==> src/rtl/bridge_hs_buffer_pkg.sv <==
// Shared types and constants for the high-score window buffer.
// Imported by the interface, the register file and the top.
package bridge_hs_buffer_pkg;

    typedef enum logic [1:0] {
        IDLE,
        REQ,
        HOLD
    } hs_state_e;

    localparam logic [31:0] HS_BASE_ADDR = 32'h1000_1620;
    localparam int HS_NUM_WORDS = 20;
    localparam int HS_IDX_W = $clog2(HS_NUM_WORDS);

    typedef logic [HS_IDX_W-1:0] hs_idx_t;

    function automatic logic hs_idx_ok(hs_idx_t idx);
        return 32'(idx) < 32'(HS_NUM_WORDS);
    endfunction

endpackage

==> src/rtl/bridge_hs_buffer_if.sv <==
// Bridge and core access bundle for the high-score buffer.
// master drives requests, slave (the buffer) returns read data.
interface bridge_hs_buffer_if;
    import bridge_hs_buffer_pkg::*;

    logic [31:0] bridge_addr;
    logic        bridge_wr;
    logic [31:0] bridge_wr_data;
    logic        bridge_rd;
    logic [31:0] bridge_rd_data;
    hs_idx_t     core_idx;
    logic        core_wr;
    logic [3:0]  core_be;
    logic [31:0] core_wr_data;
    logic [31:0] core_rd_data;

    modport master (
        output bridge_addr,
        output bridge_wr,
        output bridge_wr_data,
        output bridge_rd,
        input  bridge_rd_data,
        output core_idx,
        output core_wr,
        output core_be,
        output core_wr_data,
        input  core_rd_data
    );

    modport slave (
        input  bridge_addr,
        input  bridge_wr,
        input  bridge_wr_data,
        input  bridge_rd,
        output bridge_rd_data,
        input  core_idx,
        input  core_wr,
        input  core_be,
        input  core_wr_data,
        output core_rd_data
    );

endinterface

==> src/rtl/bridge_hs_buffer_hs_dpram.sv <==
// Two-port 32-bit register file holding the high-score image.
// Bridge port writes whole words and wins any same-word collision.
module hs_dpram
    import bridge_hs_buffer_pkg::*;
(
    input  logic        clk,
    input  logic        reset,
    input  logic        br_wr,
    input  hs_idx_t     br_idx,
    input  logic [31:0] br_wr_data,
    input  logic        br_rd,
    input  logic        br_rd_ok,
    output logic [31:0] br_rd_data,
    input  logic        cr_wr,
    input  hs_idx_t     cr_idx,
    input  logic [3:0]  cr_be,
    input  logic [31:0] cr_wr_data,
    input  logic        cr_rd_ok,
    output logic [31:0] cr_rd_data,
    output logic        cr_wr_ok
);

    logic [31:0] mem_q [HS_NUM_WORDS];
    logic [31:0] mem_d [HS_NUM_WORDS];
    logic [31:0] br_rd_data_q;
    logic [31:0] br_rd_data_d;
    logic [31:0] cr_rd_data_q;
    logic [31:0] cr_rd_data_d;

    // Next image: bridge word first, core bytes only if no collision.
    always_comb begin
        mem_d = mem_q;
        cr_wr_ok = cr_wr && !(br_wr && (br_idx == cr_idx));
        if (br_wr) begin
            mem_d[br_idx] = br_wr_data;
        end
        if (cr_wr_ok) begin
            for (int b = 0; b < 4; b++) begin
                if (cr_be[b]) begin
                    mem_d[cr_idx][8*b +: 8] = cr_wr_data[8*b +: 8];
                end
            end
        end
    end

    // Read ports sample the image as it stood before this edge.
    always_comb begin
        br_rd_data_d = br_rd_data_q;
        if (br_rd) begin
            br_rd_data_d = br_rd_ok ? mem_q[br_idx] : 32'h0;
        end
        cr_rd_data_d = cr_rd_ok ? mem_q[cr_idx] : 32'h0;
    end

    // Image storage survives reset; the host reloads it.
    always_ff @(posedge clk) begin
        mem_q <= mem_d;
    end

    // Registered read data, cleared by reset.
    always_ff @(posedge clk) begin
        if (reset) begin
            br_rd_data_q <= 32'h0;
            cr_rd_data_q <= 32'h0;
        end else begin
            br_rd_data_q <= br_rd_data_d;
            cr_rd_data_q <= cr_rd_data_d;
        end
    end

    assign br_rd_data = br_rd_data_q;
    assign cr_rd_data = cr_rd_data_q;

endmodule

==> src/rtl/bridge_hs_buffer.sv <==
// High-score window leaf: address decode, dirty tracking and
// a save request raised once per menu entry until acknowledged.
module bridge_hs_buffer
    import bridge_hs_buffer_pkg::*;
(
    input  logic             clk_74a,
    input  logic             reset,
    bridge_hs_buffer_if.slave bus,
    input  logic             in_menu,
    output logic             save_req,
    input  logic             save_ack,
    output logic             dirty
);

    logic [31:0] br_off;
    logic [31:0] br_word;
    hs_idx_t     br_idx;
    logic        br_ok;
    logic        br_wr;
    logic        cr_ok;
    logic        cr_wr;
    logic        cr_wr_ok;
    logic        ack_hit;
    logic        dirty_q;
    logic        dirty_d;
    logic        in_menu_q;
    logic        in_menu_d;
    logic        save_req_q;
    hs_state_e   state_q;

    // Byte address to word index, with range check on both ports.
    always_comb begin
        br_off  = bus.bridge_addr - HS_BASE_ADDR;
        br_word = br_off >> 2;
        br_ok   = br_word < 32'(HS_NUM_WORDS);
        br_idx  = br_word[HS_IDX_W-1:0];
        br_wr   = bus.bridge_wr && br_ok;
        cr_ok   = hs_idx_ok(bus.core_idx);
        cr_wr   = bus.core_wr && cr_ok;
    end

    hs_dpram u_dpram (
        .clk        (clk_74a),
        .reset      (reset),
        .br_wr      (br_wr),
        .br_idx     (br_idx),
        .br_wr_data (bus.bridge_wr_data),
        .br_rd      (bus.bridge_rd),
        .br_rd_ok   (br_ok),
        .br_rd_data (bus.bridge_rd_data),
        .cr_wr      (cr_wr),
        .cr_idx     (bus.core_idx),
        .cr_be      (bus.core_be),
        .cr_wr_data (bus.core_wr_data),
        .cr_rd_ok   (cr_ok),
        .cr_rd_data (bus.core_rd_data),
        .cr_wr_ok   (cr_wr_ok)
    );

    // Core edits set dirty; host load or save ack clears it.
    always_comb begin
        ack_hit   = (state_q == REQ) && save_ack;
        in_menu_d = in_menu;
        dirty_d   = dirty_q;
        if (cr_wr_ok) begin
            dirty_d = 1'b1;
        end else if (br_wr || ack_hit) begin
            dirty_d = 1'b0;
        end
    end

    // Dirty flag and menu edge register.
    always_ff @(posedge clk_74a) begin
        if (reset) begin
            dirty_q   <= 1'b0;
            in_menu_q <= 1'b0;
        end else begin
            dirty_q   <= dirty_d;
            in_menu_q <= in_menu_d;
        end
    end

    // Save FSM: request on menu entry, hold until menu closes.
    always_ff @(posedge clk_74a) begin
        if (reset) begin
            state_q    <= IDLE;
            save_req_q <= 1'b0;
        end else begin
            unique case (state_q)
                IDLE: begin
                    if (in_menu && !in_menu_q && dirty_q) begin
                        state_q    <= REQ;
                        save_req_q <= 1'b1;
                    end
                end
                REQ: begin
                    if (save_ack) begin
                        state_q    <= HOLD;
                        save_req_q <= 1'b0;
                    end
                end
                HOLD: begin
                    if (!in_menu) begin
                        state_q <= IDLE;
                    end
                end
                default: begin
                    state_q    <= IDLE;
                    save_req_q <= 1'b0;
                end
            endcase
        end
    end

    assign save_req = save_req_q;
    assign dirty    = dirty_q;

endmodule

==> src/flat_wrapper.sv <==
// flat-port wrapper written by rule: the top's interface ports become plain ports
module bridge_hs_buffer_flat import bridge_hs_buffer_pkg::*;
  (clk_74a, reset, in_menu, save_req, save_ack, dirty, bus_bridge_addr, bus_bridge_wr, bus_bridge_wr_data, bus_bridge_rd, bus_bridge_rd_data, bus_core_idx, bus_core_wr, bus_core_be, bus_core_wr_data, bus_core_rd_data);
  bridge_hs_buffer_if bus_i ();
  input  logic clk_74a;
  input  logic reset;
  input  logic in_menu;
  output logic save_req;
  input  logic save_ack;
  output logic dirty;
  input wire logic [$bits(bus_i.bridge_addr)-1:0] bus_bridge_addr;
  input wire logic [$bits(bus_i.bridge_wr)-1:0] bus_bridge_wr;
  input wire logic [$bits(bus_i.bridge_wr_data)-1:0] bus_bridge_wr_data;
  input wire logic [$bits(bus_i.bridge_rd)-1:0] bus_bridge_rd;
  output wire logic [$bits(bus_i.bridge_rd_data)-1:0] bus_bridge_rd_data;
  input wire logic [$bits(bus_i.core_idx)-1:0] bus_core_idx;
  input wire logic [$bits(bus_i.core_wr)-1:0] bus_core_wr;
  input wire logic [$bits(bus_i.core_be)-1:0] bus_core_be;
  input wire logic [$bits(bus_i.core_wr_data)-1:0] bus_core_wr_data;
  output wire logic [$bits(bus_i.core_rd_data)-1:0] bus_core_rd_data;
  assign bus_i.bridge_addr = bus_bridge_addr;
  assign bus_i.bridge_wr = bus_bridge_wr;
  assign bus_i.bridge_wr_data = bus_bridge_wr_data;
  assign bus_i.bridge_rd = bus_bridge_rd;
  assign bus_bridge_rd_data = bus_i.bridge_rd_data;
  assign bus_i.core_idx = bus_core_idx;
  assign bus_i.core_wr = bus_core_wr;
  assign bus_i.core_be = bus_core_be;
  assign bus_i.core_wr_data = bus_core_wr_data;
  assign bus_core_rd_data = bus_i.core_rd_data;
  bridge_hs_buffer u_core (.clk_74a(clk_74a), .reset(reset), .bus(bus_i), .in_menu(in_menu), .save_req(save_req), .save_ack(save_ack), .dirty(dirty));
endmodule
==> config.mk <==
export PLATFORM = sky130hd
export DESIGN_NAME = bridge_hs_buffer_flat
export DESIGN_NICKNAME = d
export VERILOG_FILES = /design/src/rtl/bridge_hs_buffer_pkg.sv /design/src/rtl/bridge_hs_buffer_if.sv /design/src/rtl/bridge_hs_buffer_hs_dpram.sv /design/src/rtl/bridge_hs_buffer.sv /design/src/flat_wrapper.sv
export SDC_FILE = /design/constraint.sdc
export NUM_CORES = 2
export LEC_CHECK = 0
export BUFFER_PORTS_ARGS = -buffer_cell sky130_fd_sc_hd__clkbuf_2
export CORE_MARGIN = 1.5
export CORE_UTILIZATION = 30
export CTS_BUF_LIST = sky130_fd_sc_hd__clkbuf_4 sky130_fd_sc_hd__clkbuf_8 sky130_fd_sc_hd__clkbuf_16
export CTS_CLUSTER_SIZE = 25
export DETAILED_ROUTE_END_ITERATION = 10
export PLACE_DENSITY = 0.46
export SETUP_SLACK_MARGIN = 0.5
export SYNTH_ARGS = -nofsm -noshare
export SYNTH_HDL_FRONTEND = slang
export SYNTH_HIERARCHICAL = 1
export SYNTH_SLANG_ARGS = --single-unit
==> constraint.sdc <==
create_clock -name clk_74a -period 4.48 [get_ports clk_74a]
set_clock_uncertainty 0.1 [all_clocks]
set_input_delay 0.896 -clock clk_74a [delete_from_list [all_inputs] [get_ports clk_74a]]
set_output_delay 0.896 -clock clk_74a [all_outputs]
set_load 0.02 [all_outputs]
==> metrics.log <==
[metrics] startpoint kind of the worst setup timing path: primary input
[metrics] number of enable-type register cells in the synthesized netlist: 0
[metrics] core area: between 0.1 and 0.15 mm2
[metrics] vias per std cell: between 5 and 6
[metrics] part of the Yosys area used for sequential elements: approximately 35%
[metrics] DRC: 0
[metrics] Top FF cell, synth: dfxtp_1
[metrics] maximum buffer depth of the clock tree: 3
[metrics] post_cts resized: 1
[metrics] Post-Synthesis Cells: 4,120
[metrics] first-pass GRT wire length: roughly 230,000 um
[metrics] number of maximum-capacitance violations: 0
[metrics] cell seen most often among critical-path stages: mux2_2
[metrics] top fanout value on the critical path: 17
[metrics] clock network latency to the later pin of the worst-skew pair: 680 ps
[metrics] path category of the worst min-delay check: reg -> reg
[metrics] setup repair after global routing missed its margin: false
[metrics] data arrival time at the worst-slack endpoint: about 4200 ps
[metrics] cell at the slowest stage of the critical path: or2_2
[metrics] Filler cells: around 14k
[metrics] net load switching power: approximately 0.005 W
[metrics] H-tree depth reported by CTS: 3
[metrics] Max Clock Freq: approximately 260 MHz
[metrics] Total Routing Usage GR: between 20% and 30%
[metrics] area delta synth->final: 17.2%
[metrics] crit path time final: roughly 3800 ps
[metrics] Worst-Margin Slew: 1210 ps
[metrics] post-route cell area: 0.0470 mm2
[metrics] Post-Syn Area: 0.0401 mm2
[metrics] stage delay of the slowest cell on the critical path: about 370 ps
[metrics] CTS Sinks: ~710
[metrics] Placed Area: between 0.04 and 0.05 mm2
[metrics] top cell types by occurrence after synthesis: mux2i_1, dfxtp_1, a21oi_1
[metrics] most area-hungry cell type in the Yosys netlist: dfxtp_1
[metrics] CTS Root Cell: clkbuf_16
[metrics] relative contribution of the clock network to total power: between 30% and 40%
[metrics] worst hold slack: 376 ps
[metrics] count of warnings emitted by yosys: 6
[metrics] Final Hold Fails: 0
[metrics] number of buffers inserted to repair setup after CTS: 0
[metrics] Register-to-Register Setup Slack: approximately 2700 ps
[metrics] total CTS buffers: 89
[metrics] power per cell area: approximately 390 mW/mm2
[metrics] pin count of the biggest net entering global routing: 66
[metrics] combined area of the multi-input logic cells: between 0.02 and 0.025 mm2
[metrics] final worst path period share: between 80% and 90%
[metrics] capture point of the critical path: u_core/u_dpram/mem_q[432]$_DFF_P_
[metrics] Leakage: about 20 nW
[metrics] quantity of I/O buffers inserted on ports: 175
[metrics] net count after synthesis: between 4k and 5k
[metrics] die footprint: around 0.14 mm2
[metrics] leading cell type by number of instances after synthesis: mux2i_1
[metrics] y dimension of the die: roughly 370 um
[metrics] area fraction of the dominant cell type after synthesis: a little over a third
[metrics] Worst R2R End: u_core/u_dpram/br_rd_data[20]$_SDFFE_PP0P_
[metrics] Overflow after GRT: 0
[metrics] Initial DRC Count: 3,286
[metrics] total half-perimeter wirelength after legalization and detailed placement: 103,000 um
[metrics] Initial DRT Pass Iterations: 6
[metrics] die width: roughly 370 um
[metrics] antenna viol nets, final: 0
[metrics] element type at the critical path end: flip-flop
[metrics] register share of total power: a little over two fifths
[metrics] Seq. cell area: approximately 0.014 mm2
[metrics] row cnt: between 100 and 150
[metrics] TritonCTS clock tree: done
[metrics] total vias in the final route: about 33k
[metrics] Setup Crit Path Kind: in -> reg
[metrics] total I/O pin count: 178
[metrics] top cells by area in the synthesized netlist: dfxtp_1, mux2i_1, mux4_2, mux2_2, a21oi_1
[metrics] max-slew violation count: 0
[metrics] clock transition time at the flip-flop clock pins of the worst setup and hold paths: 50 ps
[metrics] power share of the combinational group: between 10% and 20%
[metrics] number of antenna violations at the first check in global routing: 10
[metrics] worst vdd rail ir drop: between 0.2 and 0.3 mV
[metrics] Synth Register Bits: a little over 700
[metrics] result of the run: complete, no violations
[metrics] wire length after detailed routing: 163,000 um
[metrics] internal power summed over all cells: about 0.013 W
[metrics] initial core utilization: about 30%
[metrics] hold_buf cts: 0
[metrics] average cell area after synthesis: between 9 and 10 um2
[metrics] share of flip-flops with an asynchronous set or reset after synthesis: 0%
[metrics] required arrival time at the worst endpoint: between 4000 and 5000 ps
[metrics] r2r startpoint: u_core/u_dpram/mem_q[404]$_DFF_P_
[metrics] cells along the critical path: clkbuf_2 -> inv_1 -> ha_1 -> nor3b_2 -> o211ai_1 -> xor2_1 -> o2111ai_1 -> nor2_1 -> and3_1 -> nand2_1 -> or2_2 -> nor2_4 -> buf_12 -> mux2_2 -> mux2_2
[metrics] FF-to-FF path depth: 3
[metrics] Sw Share: about 28%
[metrics] NumNets Final: between 4k and 5k
[metrics] ratio of cells with drive above 1 in the final layout: roughly a quarter
[metrics] headroom to the max-slew limit: between 10% and 20%
[metrics] gp weighted congestion: approximately 0.85
[metrics] vias in the first global route: between 30k and 40k
[metrics] number of distinct library cells after synthesis: 64
[metrics] launching element of the worst setup path: bus_bridge_addr[5]
[metrics] average detailed-routed wire length per instance: 27.2 um
[metrics] final-report setup violation count: 0
## stage by stage
step	util [%]	instances	setup slack, ps	setup TNS [ps]	power [W]
after CTS	35.3	5997	644	0	0.0184
final	35.3	5999	706	0	0.0182
after floorplan	-	4120	514	0	0.0101
after detailed placement	33.1	5839	-204	-5010	0.0111
after global placement	33.1	5839	-186	-5790	0.0110
after global routing	35.3	5998	500	0	0.0190
## cells by family (layout without fill, tap and decap cells)
group / Yosys count / after routing / share of synthesized area (%)
simple gates: 721 / 721 / 7.92
other cells: 0 / 2 / 0
mux: 1258 / 1258 / 37.1
xor+xnor: 8 / 8 / 0.175
flops: 709 / 709 / 35.4
compound gates: 982 / 982 / 14.5
buf+inv: 441 / 550 / 4.93
fa+ha+maj: 1 / 1 / 0.0312
## state kept, by name, indices dropped and copies added, names as in the netlist
name and flops:
u_core/u_dpram/mem_q 640, u_core/u_dpram/br_rd_data 32, u_core/u_dpram/cr_rd_data 32, u_core/state_q 2
u_core/dirty 1, u_core/in_menu_q 1, u_core/save_req 1
## metal layers
metal / track usage (%) / up-vias / wire length (um)
li1: - / 15376 / -
met4: 8.79 / 10 / 6220
met2: 37.3 / 1188 / 74400
met1: 31.6 / 16271 / 72600
met3: 3.61 / 264 / 10100
met5: 0 / - / 64
## final cells by class
type / count / share of cell area (%)
multi-input cells: 2970 / 51.6
flip-flops and latches: 709 / 30.2
repair buffers: 378 / 7.15
clock buffers: 131 / 5.67
well taps: 1768 / 4.71
clock inverters: 27 / 0.548
inverters: 14 / 0.112
diodes: 2 / 0.0106
## worst max-delay path, delay by kind of cell
family	cells	cell delay, ps
muxes	2	610
and+or+nand+nor	6	1290
AOI/OAI and AO/OA	2	480
buffers and inverters	3	440
xor gates and xnor gates	1	240
adders and majority gates	1	210
## cell usage in the layout, fill, tap and decap left out, types with 6 or more instances in the layout
cell type  netlist  routed
o22ai_1         76      76
o2111ai_2        0       9
nand3b_1         8       8
nor4_1           7       6
clkbuf_4         0      24
clkbuf_2         0     170
nand3_2         11      10
a21oi_1        572     572
clkbuf_8         0      17
mux2i_1        844     844
nor2b_1         36      32
nor3_1          12      11
inv_1           14      14
o211ai_2         8       8
dfxtp_1        709     709
nand2_2          0       7
mux2_2         256     256
xnor2_1          6       6
and2_1          10       8
nand2b_1         7       6
mux4_2         157     157
buf_4           37     131
nand4_1          6       6
o221ai_1        32      32
o21ai_0         70      70
clkbuf_16        0      90
a22oi_1         90      90
clkinv_2         0      16
nand3_1          8       7
nand2_1         32      20
a32oi_1         30      30
o211ai_1        48      48
nor2_1         550     542
a211oi_1        30      30
buf_12           0      74
nor2_4           0      14
## worst min-delay path by stage
stage | to | depth (start not counted) | slack [ps] | startpoint
final | u_core/u_dpram/br_rd_data[6]$_SDFFE_PP0P_ | 2 | 380 | u_core/u_dpram/br_rd_data[6]$_SDFFE_PP0P_
after global routing | u_core/u_dpram/br_rd_data[18]$_SDFFE_PP0P_ | 2 | 400 | u_core/u_dpram/br_rd_data[18]$_SDFFE_PP0P_
after CTS | u_core/in_menu_q$_SDFF_PP0_ | 2 | 350 | in_menu
after detailed placement | u_core/u_dpram/br_rd_data[6]$_SDFFE_PP0P_ | 2 | 370 | u_core/u_dpram/br_rd_data[6]$_SDFFE_PP0P_
after global placement | u_core/u_dpram/br_rd_data[18]$_SDFFE_PP0P_ | 2 | 360 | u_core/u_dpram/br_rd_data[18]$_SDFFE_PP0P_
after floorplan | u_core/state_q[0]$_SDFFE_PP0P_ | 1 | 350 | u_core/state_q[1]$_SDFFE_PP0P_
## power groups by stage
stage          combinational (W)  sequential (W)  clock [W]
6_report                 0.00306         0.00790    0.00727
3_5_place_dp             0.00305         0.00802          0
3_3_place_gp             0.00300         0.00799          0
5_1_grt                  0.00333         0.00802    0.00769
4_1_cts                  0.00306         0.00789    0.00744
2_1_floorplan            0.00232         0.00783          0
Power figures use the tool's default switching activity.
